[src/rtl/subleq_cpu_card.sv]
// SUBLEQ execution card: runs one "subleq a, b, c" per pass over a request/acknowledge
// memory bus, with every bus output registered so memory cards see glitch-free signals.
module subleq_cpu_card #(
    parameter int DATAWIDTH = 16,
    parameter int CTRLWIDTH = 4
) (
    input  logic                 clk,
    input  logic                 rst,
    input  logic [DATAWIDTH-1:0] data_in,
    input  logic                 ack,
    output logic [DATAWIDTH-1:0] address,
    output logic [DATAWIDTH-1:0] data,
    output logic [CTRLWIDTH-1:0] ctrl
);

    typedef enum logic [2:0] {
        FETCH_A,
        FETCH_B,
        FETCH_C,
        LOAD_A,
        LOAD_B,
        STORE,
        HALT
    } state_t;

    state_t                 state_q, state_d;
    logic [DATAWIDTH-1:0]   pc_q, pc_d;
    logic [DATAWIDTH-1:0]   opa_q, opa_d;
    logic [DATAWIDTH-1:0]   opb_q, opb_d;
    logic [DATAWIDTH-1:0]   opc_q, opc_d;
    logic [DATAWIDTH-1:0]   va_q, va_d;
    logic [DATAWIDTH-1:0]   res_q, res_d;
    logic [DATAWIDTH-1:0]   address_q, address_d;
    logic [DATAWIDTH-1:0]   data_q, data_d;
    logic [CTRLWIDTH-1:0]   ctrl_q, ctrl_d;
    logic                   done;
    logic                   branchTaken;

    // An access completes only while its request is actually on the bus, so the idle
    // cycle that follows reset cannot swallow an ack meant for the first fetch.
    assign done        = ack && (ctrl_q[0] || ctrl_q[1]);
    assign branchTaken = res_q[DATAWIDTH-1] || (res_q == '0);

    always_comb begin
        state_d = state_q;
        pc_d    = pc_q;
        opa_d   = opa_q;
        opb_d   = opb_q;
        opc_d   = opc_q;
        va_d    = va_q;
        res_d   = res_q;

        if (done) begin
            case (state_q)
                FETCH_A: begin opa_d = data_in; state_d = FETCH_B; end
                FETCH_B: begin opb_d = data_in; state_d = FETCH_C; end
                FETCH_C: begin opc_d = data_in; state_d = LOAD_A;  end
                LOAD_A:  begin va_d  = data_in; state_d = LOAD_B;  end
                LOAD_B:  begin res_d = data_in - va_q; state_d = STORE; end
                STORE: begin
                    if (branchTaken) begin
                        pc_d    = opc_q;
                        state_d = opc_q[DATAWIDTH-1] ? HALT : FETCH_A;
                    end else begin
                        pc_d    = pc_q + DATAWIDTH'(3);
                        state_d = FETCH_A;
                    end
                end
                default: ;
            endcase
        end

        // Bus outputs are decoded from the state being entered and then registered.
        address_d = pc_d;
        data_d    = '0;
        ctrl_d    = '0;
        case (state_d)
            FETCH_A: ctrl_d[0] = 1'b1;
            FETCH_B: begin address_d = pc_d + DATAWIDTH'(1); ctrl_d[0] = 1'b1; end
            FETCH_C: begin address_d = pc_d + DATAWIDTH'(2); ctrl_d[0] = 1'b1; end
            LOAD_A:  begin address_d = opa_d; ctrl_d[0] = 1'b1; end
            LOAD_B:  begin address_d = opb_d; ctrl_d[0] = 1'b1; end
            STORE:   begin address_d = opb_d; data_d = res_d; ctrl_d[1] = 1'b1; end
            HALT:    ctrl_d[2] = 1'b1;
            default: ;
        endcase
    end

    always_ff @(posedge clk) begin
        if (rst) begin
            state_q   <= FETCH_A;
            pc_q      <= '0;
            opa_q     <= '0;
            opb_q     <= '0;
            opc_q     <= '0;
            va_q      <= '0;
            res_q     <= '0;
            address_q <= '0;
            data_q    <= '0;
            ctrl_q    <= '0;
        end else begin
            state_q   <= state_d;
            pc_q      <= pc_d;
            opa_q     <= opa_d;
            opb_q     <= opb_d;
            opc_q     <= opc_d;
            va_q      <= va_d;
            res_q     <= res_d;
            address_q <= address_d;
            data_q    <= data_d;
            ctrl_q    <= ctrl_d;
        end
    end

    assign address = address_q;
    assign data    = data_q;
    assign ctrl    = ctrl_q;

endmodule
[config.mk]
export PLATFORM = sky130hd
export DESIGN_NAME = subleq_cpu_card
export DESIGN_NICKNAME = d
export VERILOG_FILES = /design/src/rtl/subleq_cpu_card.sv
export SDC_FILE = /design/constraint.sdc
export NUM_CORES = 1
export LEC_CHECK = 0
export BUFFER_PORTS_ARGS = -buffer_cell sky130_fd_sc_hd__buf_2
export CORE_AREA = 2 2 77 153
export CTS_BUF_LIST = sky130_fd_sc_hd__clkbuf_8
export DETAILED_ROUTE_END_ITERATION = 8
export DIE_AREA = 0 0 79 155
export MAX_ROUTING_LAYER = met4
export PLACE_DENSITY_LB_ADDON = 0.15
export REMOVE_ABC_BUFFERS = 1
export SLEW_MARGIN = 10
export SYNTH_ARGS = -nofsm -noshare
export SYNTH_HDL_FRONTEND = slang
export SYNTH_SLANG_ARGS = --single-unit
[constraint.sdc]
create_clock -name clk -period 9.7 [get_ports clk]
set_clock_uncertainty 0.05 [all_clocks]
set_input_delay 1.94 -clock clk [delete_from_list [all_inputs] [get_ports clk]]
set_output_delay 1.94 -clock clk [all_outputs]
set_load 0.03 [all_outputs]
; Word level (Yosys, flattened, before mapping)
; Cells that the tools add are included.
; W data, S select, Z words.
[totals]
ff_bits = 135
latchBits = 0
ram_bits = 0
rom_bits = 0
output_inout_bits = 36
mem_count = 0
[op_classes]
n_addsub = 4
multipliers = 0
div = 0
n_lt_le_gt_ge = 0
n_eq_ne = 11
shifts = 0
n_mux = 17
bitwise_logic = 1
n_reduce_logical = 11
[op_table]
columns = operator, count
row1 = $mux W16, 9
row2 = $pmux W16 S4, 1
row3 = $add A16 B2 Y16 const B, 2
row4 = $pmux W3 S6, 1
row5 = $add A16 B1 Y16 const B, 1
row6 = $logic_not A16 Y1, 1
row7 = $sub A16 B16 Y16, 1
row8 = $eq A3 B3 Y1 const B, 5
row9 = $eq A3 B2 Y1 const B, 4
row10 = $mux W3, 3
row11 = $eq A3 B1 Y1 const B, 2
row12 = $logic_not A3 Y1, 2
row13 = $reduce_or A5 Y1, 1
row14 = $reduce_and A2 Y1, 2
row15 = $reduce_or A2 Y1, 2
row16 = $mux W1, 3
row17 = $logic_or A1 B1 Y1, 2
row18 = $logic_and A1 B1 Y1, 1
row19 = $not A1 Y1, 1

; Longest topological paths before layout
; Gate-level depths: netlist of the first run.
[depth]
depth_word = 8
ltp_mapped = 16
ltp_nobuf = 14

; Worst setup path after synthesis of the first run
; Ideal clock, no wire load.
[synth_timing]
kind = in2reg
from = input port ack
to = register address_q[13] (netlist: address[13])
setup_time_ps = 136
t_arrival_ps = 4408
t_required_ps = 9514
setup_slack_ps = 5105
stages = 14
path_cell_list = o211a_1 > nand2_2 > buf_4 > buf_2 > o31a_1 > inv_1 > ha_1 > inv_1 > a21oi_1 > nor4b_4 > and3_4 > a311oi_1 > a2111oi_0 > a211oi_1
[synth_between]
word_cells_on_any_way = 14
classes_between = 2 x add/sub / 5 x eq/ne / 5 x mux / 2 x reduce/logical
[synth_rtl]
columns = element, line_no
row1 = start: declaration, 10  ; input logic ack,
row2 = $logic_and A1 B1 Y1 (*), 41  ; assign done = ack && (ctrl_q[0] || ctrl_q[1]);
row3 = $mux W16 (*), 53  ; if (done) begin
row4 = net pc_d[1], 27  ; logic [DATAWIDTH-1:0] pc_q, pc_d;
row5 = $add A16 B2 Y16 / $add A16 B1 Y16 (equally long branches), "80, 79"
row6 = $pmux W16 S4 (*), 77  ; case (state_d)
row7 = end signal: assignment, 109  ; address_q <= address_d;
row8 = end: declaration, 33  ; logic [DATAWIDTH-1:0] address_q, address_d;
; The timed path passes the listed nets; every way through them passes the cells marked *.
; A chain may end at the register's enable or synchronous reset.

; Final worst setup path of the first run
[layout_timing]
from = input port ack
to = register address_q[12] (netlist: address[12])
; The elaborated chain is that of the path after synthesis.

==> implementation parameters, run 1 <==
Parameter                              Value

Status
  Outcome ... finished clean

Final layout
  Number of standard cells in the layout, taps in and fillers out ... 1077
  Final antenna diode count ... 0
  Layout cells sized above 1 ... 14.44%
  Syn-to-layout area delta ... 9.630%
  Final-stage net count ... 962
  Fill cells ... 967

Yosys
  Cell type with the highest aggregate area in the netlist ... sky130_fd_sc_hd__dfxtp_1
  Share of Yosys cell area claimed by the top area cell type ... 37.47%
  Post-synth EDFFs ... 0
  Leading cell types by total area after synthesis ... sky130_fd_sc_hd__dfxtp_1, sky130_fd_sc_hd__nand2_1, sky130_fd_sc_hd__a21oi_1
  Average cell area after synthesis ... 8.008 sq um
  Share of async-settable or async-resettable flops after synthesis ... 0%
  Most used standard cell by instance count after synthesis ... sky130_fd_sc_hd__nand2_1
  Part of the Yosys area used for sequential elements ... 37.47%
  Synth cell types ... 85
  Top_reg_cell synth ... sky130_fd_sc_hd__dfxtp_1
  Flip-flop and latch count after synthesis ... 134
  Syn Std Cell Area ... 7159 sq um
  Cells after Synth ... 894
  Synth Warn # ... 0
  Ranking of synthesized cells by instance count ... sky130_fd_sc_hd__nand2_1, sky130_fd_sc_hd__dfxtp_1, sky130_fd_sc_hd__a21oi_1

Die
  Site row count ... 55
  Area of the core ... 11150 sq um
  Horizontal extent of the die ... 79 microns
  Initial standard-cell utilization of the core ... 64.22%
  Die ar. ... 12250 sq um
  Number of primary I/O pins ... 55
  Die Height ... 155 microns

Timing
  Final-report setup violation count ... 0
  Final Max Tran Viols ... 0
  Sum of negative setup slack ... 0 ps
  Fraction of the cycle the final worst path needs ... 51.93%
  Hold Violations, Final ... 0
  Unrepaired setup endpoints after global routing ... false
  Slew at the pin closest to its max-slew limit ... 1221 ps
  Worst hold slack after final layout ... 404.2 ps
  Worst slew margin ... 17.94%
  Timing-limited maximum frequency ... 0.1985 GHz
  Clock period minus worst slack ... 5037 ps

Setup path
  Launch point of the worst reg-to-reg path ... state_q[0]$_SDFF_PP0_
  Max incr delay on CP ... 470 ps
  Endpoint kind of the worst setup timing path ... flip-flop
  Critical Path RT ... 9930 ps
  Critical Path Fanout Max ... 22
  Beginning of the critical path ... ack
  Reg2Reg Depth ... 12
  Cell-by-cell trace of the critical path ... buf_2, o211a_1, nand2_2, nand2_1, o311ai_2, inv_2, ha_1, inv_1, nor3_4, nand4_1, xor2_1, a2111oi_1, a221oi_1
  Crit path max-delay cell type ... sky130_fd_sc_hd__nand2_2
  Startpoint Class ... input port
  Setup Crit Path Kind ... input port to flip-flop
  Endpoint of the most critical setup path ... address[12]$_SDFF_PP0_
  Worst reg-to-reg setup slack ... 5350 ps
  Worst EP arrival ... 5270 ps
  Crit Reg-Reg Endpoint ... address[12]$_SDFF_PP0_

Clocking
  Clock Tree Root ... sky130_fd_sc_hd__clkbuf_8
  Buffers inserted during post-CTS setup optimization ... 0
  Clk sinks ... 134
  Count of instances resized after the clock tree is built ... 0
  Number of levels the H-tree was split into ... 4
  TritonCTS clock tree ... built
  Max Root-Sink Buffers ... 2
  Clock insertion delay at the later pin of the skew report ... 440 ps
  CTS Buf Count ... 17
  Hold buffer count at cts ... 0
  Clock transition at the registers of the reported paths ... 70 ps

Pwr
  Maximum VDD drop ... 0.1312 mV
  Power Total ... 1.174 mW
  Static leakage power ... 3.101 nW
  Total power density per cell area ... 149.6 nW/um^2

GRT
  Via count of the first global-routing pass ... 6251
  Remaining global-route overflow ... 0
  Wire length of the first global-routing pass ... 31.37 mm
  Antenna violations before repair ... 0
  Maximum number of pins on one net before global-route repair ... 71
  Global routing usage summed across all routing layers ... 33.78%

Drt
  Aggregate routed wire length ... 20.01 mm
  Pre-Repair DR Iteration Count ... 5
  Overall via count from detail_route ... 6767
  Antenna Violating Nets Remaining ... 0
  Average wire per cell in the routed design ... 18.58 microns
  Detailed-route DRC error count ... 0
  Vias per Instance ... 6.283
  Iteration-0 DRC count of the detailed router ... 580

Place
  Count of input and output buffers ... 53
  Hpwl dp ... 14.22 mm
  Post-placement cell count ... 1047
  Weighted congestion at the end of routability-driven global placement ... 0.9280

Min path
  Hold crit path type ... flip-flop to flip-flop

Flow run
  Number of violations of the max-capacitance limit ... 0
[metal layers]
metal | vias to the layer above | wire length [microns] | track usage, %
met5 | - | 0 | -
met4 | 0 | 1143 | 19.21
met3 | 78 | 1184 | 4.988
met2 | 278 | 9842 | 54.84
met1 | 3187 | 7841 | 39.40
li1 | 3224 | - | -
[per-stage QoR]
step           utilization (%)  cell area, sq um  worst slack (ps)
2_1_floorplan                -              6925              5020
3_3_place_gp             66.84              7451              4480
3_5_place_dp             66.84              7451              4351
4_1_cts                  70.40              7849              4782
5_1_grt                  70.40              7849              4463
6_report                 70.40              7849              4663
[registers in the layout (all words and copies together) (netlist names)]
register / count
va_q: 16
ctrl: 3
opa_q: 16
state_q: 3
data: 16
pc_q: 16
opc_q: 16
address: 16
res_q: 16
opb_q: 16
[worst min path at each step]
| stage | depth (start not counted) | endpoint | start |
|---|---|---|---|
| floorplan | 2 | opa_q[6]$_SDFF_PP0_ | opa_q[6]$_SDFF_PP0_ |
| global placement | 2 | opa_q[6]$_SDFF_PP0_ | opa_q[6]$_SDFF_PP0_ |
| detailed placement | 2 | opb_q[2]$_SDFF_PP0_ | opb_q[2]$_SDFF_PP0_ |
| CTS | 2 | opb_q[2]$_SDFF_PP0_ | opb_q[2]$_SDFF_PP0_ |
| global route | 2 | opb_q[2]$_SDFF_PP0_ | opb_q[2]$_SDFF_PP0_ |
| finish | 2 | opc_q[2]$_SDFFE_PP0P_ | opc_q[2]$_SDFFE_PP0P_ |
[logic make-up after synthesis]
group | count (synthesis) | synth area share (%)
xor gates and xnor gates | 17 | 2.080
adders and majority gates | 19 | 3.425
buffers and inverters | 87 | 5.103
DFF | 134 | 37.47
other | 1 | 0.05238
muxes | 21 | 3.041
AOI/OAI and AO/OA | 242 | 22.84
and+or+nand+nor | 373 | 25.99
[worst max-delay path, delay by kind of cell]
family                   cells  cell delay (ps)
adder cells (fa/ha/maj)      1              170
AND/OR/NAND/NOR              4             1220
AO/OA/AOI/OAI                4             1290
XOR/XNOR                     1              180
buffers and inverters        3              430
[where the power goes]
group	internal [mW]	switching, mW	total [mW]	leakage [nW]
combinational	0.0396	0.0882	0.128	1.81
clock	0.262	0.216	0.478	0.211
sequential	0.561	0.00687	0.568	1.08
[cell type report]
cell class                      instances  area [sq um]  share of cell area [%]
Multi-Input combinational cell        673          4116                   52.45
Sequential cell                       134          2683                   34.18
Timing Repair Buffer                   63         342.8                   4.368
Clock buffer                           19         261.5                   3.332
Tap cell                              142         177.7                   2.264
Clock inverter                         11         136.4                   1.738
Inverter                               35         131.4                   1.674
[placed cells by master (no fill, tap or decap), types with 6 or more instances in the layout]
cell and n:
sky130_fd_sc_hd__nor3_1 17, sky130_fd_sc_hd__mux2_2 6, sky130_fd_sc_hd__nor2b_1 9, sky130_fd_sc_hd__nand3_1 21
sky130_fd_sc_hd__xor2_1 7, sky130_fd_sc_hd__a21o_1 13, sky130_fd_sc_hd__or3_1 10, sky130_fd_sc_hd__dfxtp_1 134
sky130_fd_sc_hd__o21a_1 8, sky130_fd_sc_hd__clkbuf_8 19, sky130_fd_sc_hd__mux2i_1 15, sky130_fd_sc_hd__and3_1 12
sky130_fd_sc_hd__nor2_1 83, sky130_fd_sc_hd__o21ai_0 36, sky130_fd_sc_hd__nand2_1 154, sky130_fd_sc_hd__a21oi_1 96
sky130_fd_sc_hd__nand4_1 12, sky130_fd_sc_hd__ha_1 18, sky130_fd_sc_hd__nand2b_1 7, sky130_fd_sc_hd__a221oi_1 6
sky130_fd_sc_hd__o22ai_1 8, sky130_fd_sc_hd__buf_4 11, sky130_fd_sc_hd__nor4_1 8, sky130_fd_sc_hd__xnor2_1 10
sky130_fd_sc_hd__buf_2 52, sky130_fd_sc_hd__a211oi_1 8, sky130_fd_sc_hd__a31oi_1 11, sky130_fd_sc_hd__inv_1 36
(Power assumes the default switching activity.)
==> run 2: changes to the inputs <==
- ABC_AREA: unset -> 1
- CORE_AREA: 2 2 77 153 -> 2 2 80 159
- DIE_AREA: 0 0 79 155 -> 0 0 82 161
- clock period: 9.7 -> 4.8 ns (I/O delays scaled with it)
==> run 2 against run 1 <==
Effect of this change:
- final area is 2.9% higher
- global-route usage down 1.3 points
- register-to-register slack lost 3800 ps
- sequential share of layout area shrank 0.98 points
- critical path type is now flip-flop to flip-flop
- critical endpoint is now address[5]$_SDFF_PP0_
- largest cell class unchanged
- highest routed layer unchanged
==> implementation parameters, run 2 <==
Parameter                              Value

Status
  Outcome ... finished clean

Yosys
  Syn Std Cell Area ... 7416 sq um (+3.6%)
  Post-synth EDFFs ... 0 (unchanged)
  Top_reg_cell synth ... sky130_fd_sc_hd__dfxtp_1
  Simple-gate share of the synthesized area ... 34.72% (+8.7 points)
  Cells after Synth ... 1084 (+21%)
  Synth Warn # ... 0 (unchanged)
  Average cell area after synthesis ... 6.841 sq um (-15%)
  Leading cell types by total area after synthesis ... sky130_fd_sc_hd__dfxtp_1, sky130_fd_sc_hd__nand2_1, sky130_fd_sc_hd__nor2_1
  Fraction of the mapped netlist area in adder cells ... 3.307% (-0.12 points)
  Synthesized-area fraction occupied by xor and xnor cells ... 1.772% (-0.31 points)
  Part of the Yosys area used for sequential elements ... 36.17% (-1.3 points)
  Compound-cell area share of the yosys netlist ... 14.27% (-8.6 points)
  Ranking of synthesized cells by instance count ... sky130_fd_sc_hd__nand2_1, sky130_fd_sc_hd__nor2_1, sky130_fd_sc_hd__dfxtp_1
  Flip-flop and latch count after synthesis ... 134 (unchanged)
  Combinational family with the most area after synthesis ... simple AND/OR/NAND/NOR gates
  Synth cell types ... 46 (-46%)
  Share of Yosys cell area claimed by the top area cell type ... 36.17% (-1.3 points)
  Most used standard cell by instance count after synthesis ... sky130_fd_sc_hd__nand2_1
  Multiplexer fraction of the synthesized cell area ... 0% (-3.0 points)
  Share of async-settable or async-resettable flops after synthesis ... 0% (unchanged)
  Cell type with the highest aggregate area in the netlist ... sky130_fd_sc_hd__dfxtp_1

Place
  Post-place instance area ... 7709 sq um (+3.5%)
  Worst setup slack after placement ... 1402 ps (-2950 ps)
  Hpwl dp ... 14.65 mm (+3.0%)
  Weighted congestion at the end of routability-driven global placement ... 0.9796 (+5.6%)
  Count of input and output buffers ... 53 (unchanged)

Timing
  Hold Violations, Final ... 0 (unchanged)
  Final-report setup violation count ... 0 (unchanged)
  Slew at the pin closest to its max-slew limit ... 954.0 ps (-267.4 ps)
  Fin worst setup slack ... 1590 ps (-3073 ps)
  Clock period minus worst slack ... 3210 ps
  Worst slew margin ... 36.01% (+18 points)
  Worst hold slack after final layout ... 431.1 ps (+26.84 ps)
  Timing-limited maximum frequency ... 0.3115 GHz
  Sum of negative setup slack ... 0 ps (unchanged)
  Unrepaired setup endpoints after global routing ... false
  Fraction of the cycle the final worst path needs ... 66.88%
  Final Max Tran Viols ... 0 (unchanged)

Clocking
  Clock transition at the registers of the reported paths ... 90 ps (+20 ps)
  Clock Tree Root ... sky130_fd_sc_hd__clkbuf_8
  Clock insertion delay at the later pin of the skew report ... 450 ps (about the same)
  Count of instances resized after the clock tree is built ... 0 (unchanged)
  Buffers inserted during post-CTS setup optimization ... 0 (unchanged)
  TritonCTS clock tree ... built
  Number of levels the H-tree was split into ... 4 (unchanged)
  CTS Buf Count ... 17 (unchanged)
  Hold buffer count at cts ... 0 (unchanged)
  Max Root-Sink Buffers ... 2 (unchanged)
  Clk sinks ... 134 (unchanged)

GRT
  Global routing usage summed across all routing layers ... 32.52% (-1.3 points)
  Antenna violations before repair ... 0 (unchanged)
  Via count of the first global-routing pass ... 6586 (+5.4%)
  Wire length of the first global-routing pass ... 32.26 mm (+2.8%)
  Maximum number of pins on one net before global-route repair ... 53 (-25%)
  Remaining global-route overflow ... 0 (unchanged)

Drt
  Average wire per cell in the routed design ... 15.74 microns (-15%)
  Pre-Repair DR Iteration Count ... 8 (+3)
  Iteration-0 DRC count of the detailed router ... 636 (+9.7%)
  Aggregate routed wire length ... 20.20 mm (+0.94%)
  Detailed-route DRC error count ... 0 (unchanged)
  Vias per Instance ... 5.594 (-11%)
  Antenna Violating Nets Remaining ... 0 (unchanged)
  Overall via count from detail_route ... 7177 (+6.1%)

Die
  Initial standard-cell utilization of the core ... 61.89% (-2.3 points)
  Site row count ... 57 (+3.6%)
  Number of primary I/O pins ... 55 (unchanged)
  Horizontal extent of the die ... 82 microns (+3.8%)
  Area of the core ... 11980 sq um (+7.5%)
  Die ar. ... 13200 sq um (+7.8%)
  Die Height ... 161 microns (+3.9%)

Setup path
  Max incr delay on CP ... 360 ps (-110 ps)
  Worst EP arrival ... 3520 ps (-1750 ps)
  Setup Crit Path Kind ... flip-flop to flip-flop
  Endpoint kind of the worst setup timing path ... flip-flop
  Worst reg-to-reg setup slack ... 1590 ps (-3760 ps)
  Startpoint Class ... flip-flop
  Critical Path RT ... 5110 ps (-4820 ps)
  Sum of buffers and inverters on the critical path ... 2 (-1)
  Crit path max-delay cell type ... sky130_fd_sc_hd__nand2_2
  Most frequent cell on the critical path ... sky130_fd_sc_hd__nand2_2
  CP top delay family ... simple AND/OR/NAND/NOR gates
  Cell-by-cell trace of the critical path ... nor2_1, nand2_1, nor2_2, nand2_2, nand2_4, nand3_2, nand2_1, o21ai_2, inv_2, nand2_2, nand2_2, inv_2, nor2_4, nor2_1, a21oi_1
  Critical Path Fanout Max ... 19 (-14%)

Final layout
  Leading cell types in the layout, fill and taps excluded ... sky130_fd_sc_hd__nand2_1, sky130_fd_sc_hd__nor2_1, sky130_fd_sc_hd__dfxtp_1
  Most common cell after layout, fill and taps aside ... sky130_fd_sc_hd__nand2_1
  Syn-to-layout area delta ... 8.959%
  Final-stage net count ... 1161 (+21%)
  Layout cells sized above 1 ... 16.11% (+1.7 points)
  Final antenna diode count ... 0 (unchanged)
  Non-Filler Cell Area, Final ... 8080 sq um (+2.9%)
  Total area of multi-input combinational cells ... 4019 sq um (-2.4%)
  Area taken by flip-flops and latches ... 2683 sq um (unchanged)
  Fill cells ... 1102 (+14%)

Pwr
  Maximum VDD drop ... 0.2702 mV (+110%)
  Static leakage power ... 3.726 nW (+20%)
  Power Total ... 2.738 mW (+130%)
  Total power density per cell area ... 338.9 nW/um^2 (+130%)

Min path
  Hold crit path type ... flip-flop to flip-flop

Flow run
  Number of violations of the max-capacitance limit ... 0 (unchanged)
==> run 2: cell type report <==
cell class | instances | area share, %
clock inverter | 15 | 1.703
timing repair buffer | 57 | 3.654
tap | 147 | 2.276
multi-input combinational | 773 | 49.74
clock buffer | 17 | 2.896
inverter | 140 | 6.535
sequential | 134 | 33.20
==> run 2: final timing paths <==
| check | end | depth (start not counted) | start |
|---|---|---|---|
| setup / recovery | address[5]$_SDFF_PP0_ | 15 | res_q[12]$_SDFF_PP0_ |
| hold / removal | opa_q[3]$_SDFF_PP0_ | 2 | opa_q[3]$_SDFF_PP0_ |
| setup reg to reg | address[5]$_SDFF_PP0_ | 15 | res_q[12]$_SDFF_PP0_ |
| hold reg to reg | opa_q[3]$_SDFF_PP0_ | 2 | opa_q[3]$_SDFF_PP0_ |
==> run 2: power by group <==
group | internal [mW] | total (mW) | switching [mW]
sequential | 1.17 | 1.19 | 0.0231
combinational | 0.167 | 0.645 | 0.478
clock | 0.381 | 0.902 | 0.521
total | 1.72 | 2.74 | 1.02
==> run 2: cells by family after synthesis <==
| group | Yosys count |
|---|---|
| adder cells (fa/ha/maj) | 19 |
| buffers and inverters | 177 |
| other | 1 |
| AND/OR/NAND/NOR | 542 |
| flip-flops | 134 |
| XOR/XNOR | 15 |
| AO/OA/AOI/OAI | 196 |
==> run 2: stage by stage <==
| step | util (%) | std cells |
|---|---|---|
| after floorplan | - | 1047 |
| after global placement | 64.34 | 1251 |
| after detailed placement | 64.34 | 1251 |
| after CTS | 67.44 | 1283 |
| after global routing | 67.44 | 1283 |
| final | 67.44 | 1283 |
==> run 2: metal layers <==
layer	up-vias	global-route usage (%)	wire length [microns]
met5	-	-	0
met4	0	15.00	909
met3	60	4.581	1020
met2	253	52.33	9886
met1	3297	39.53	8383
li1	3567	-	-
==> run 2: worst min-delay path, delay by kind of cell (launching register included) <==
kind / cells / cell delay, ps
AOI/OAI and AO/OA: 1 / 70
DFF: 1 / 310
and+or+nand+nor: 1 / 70
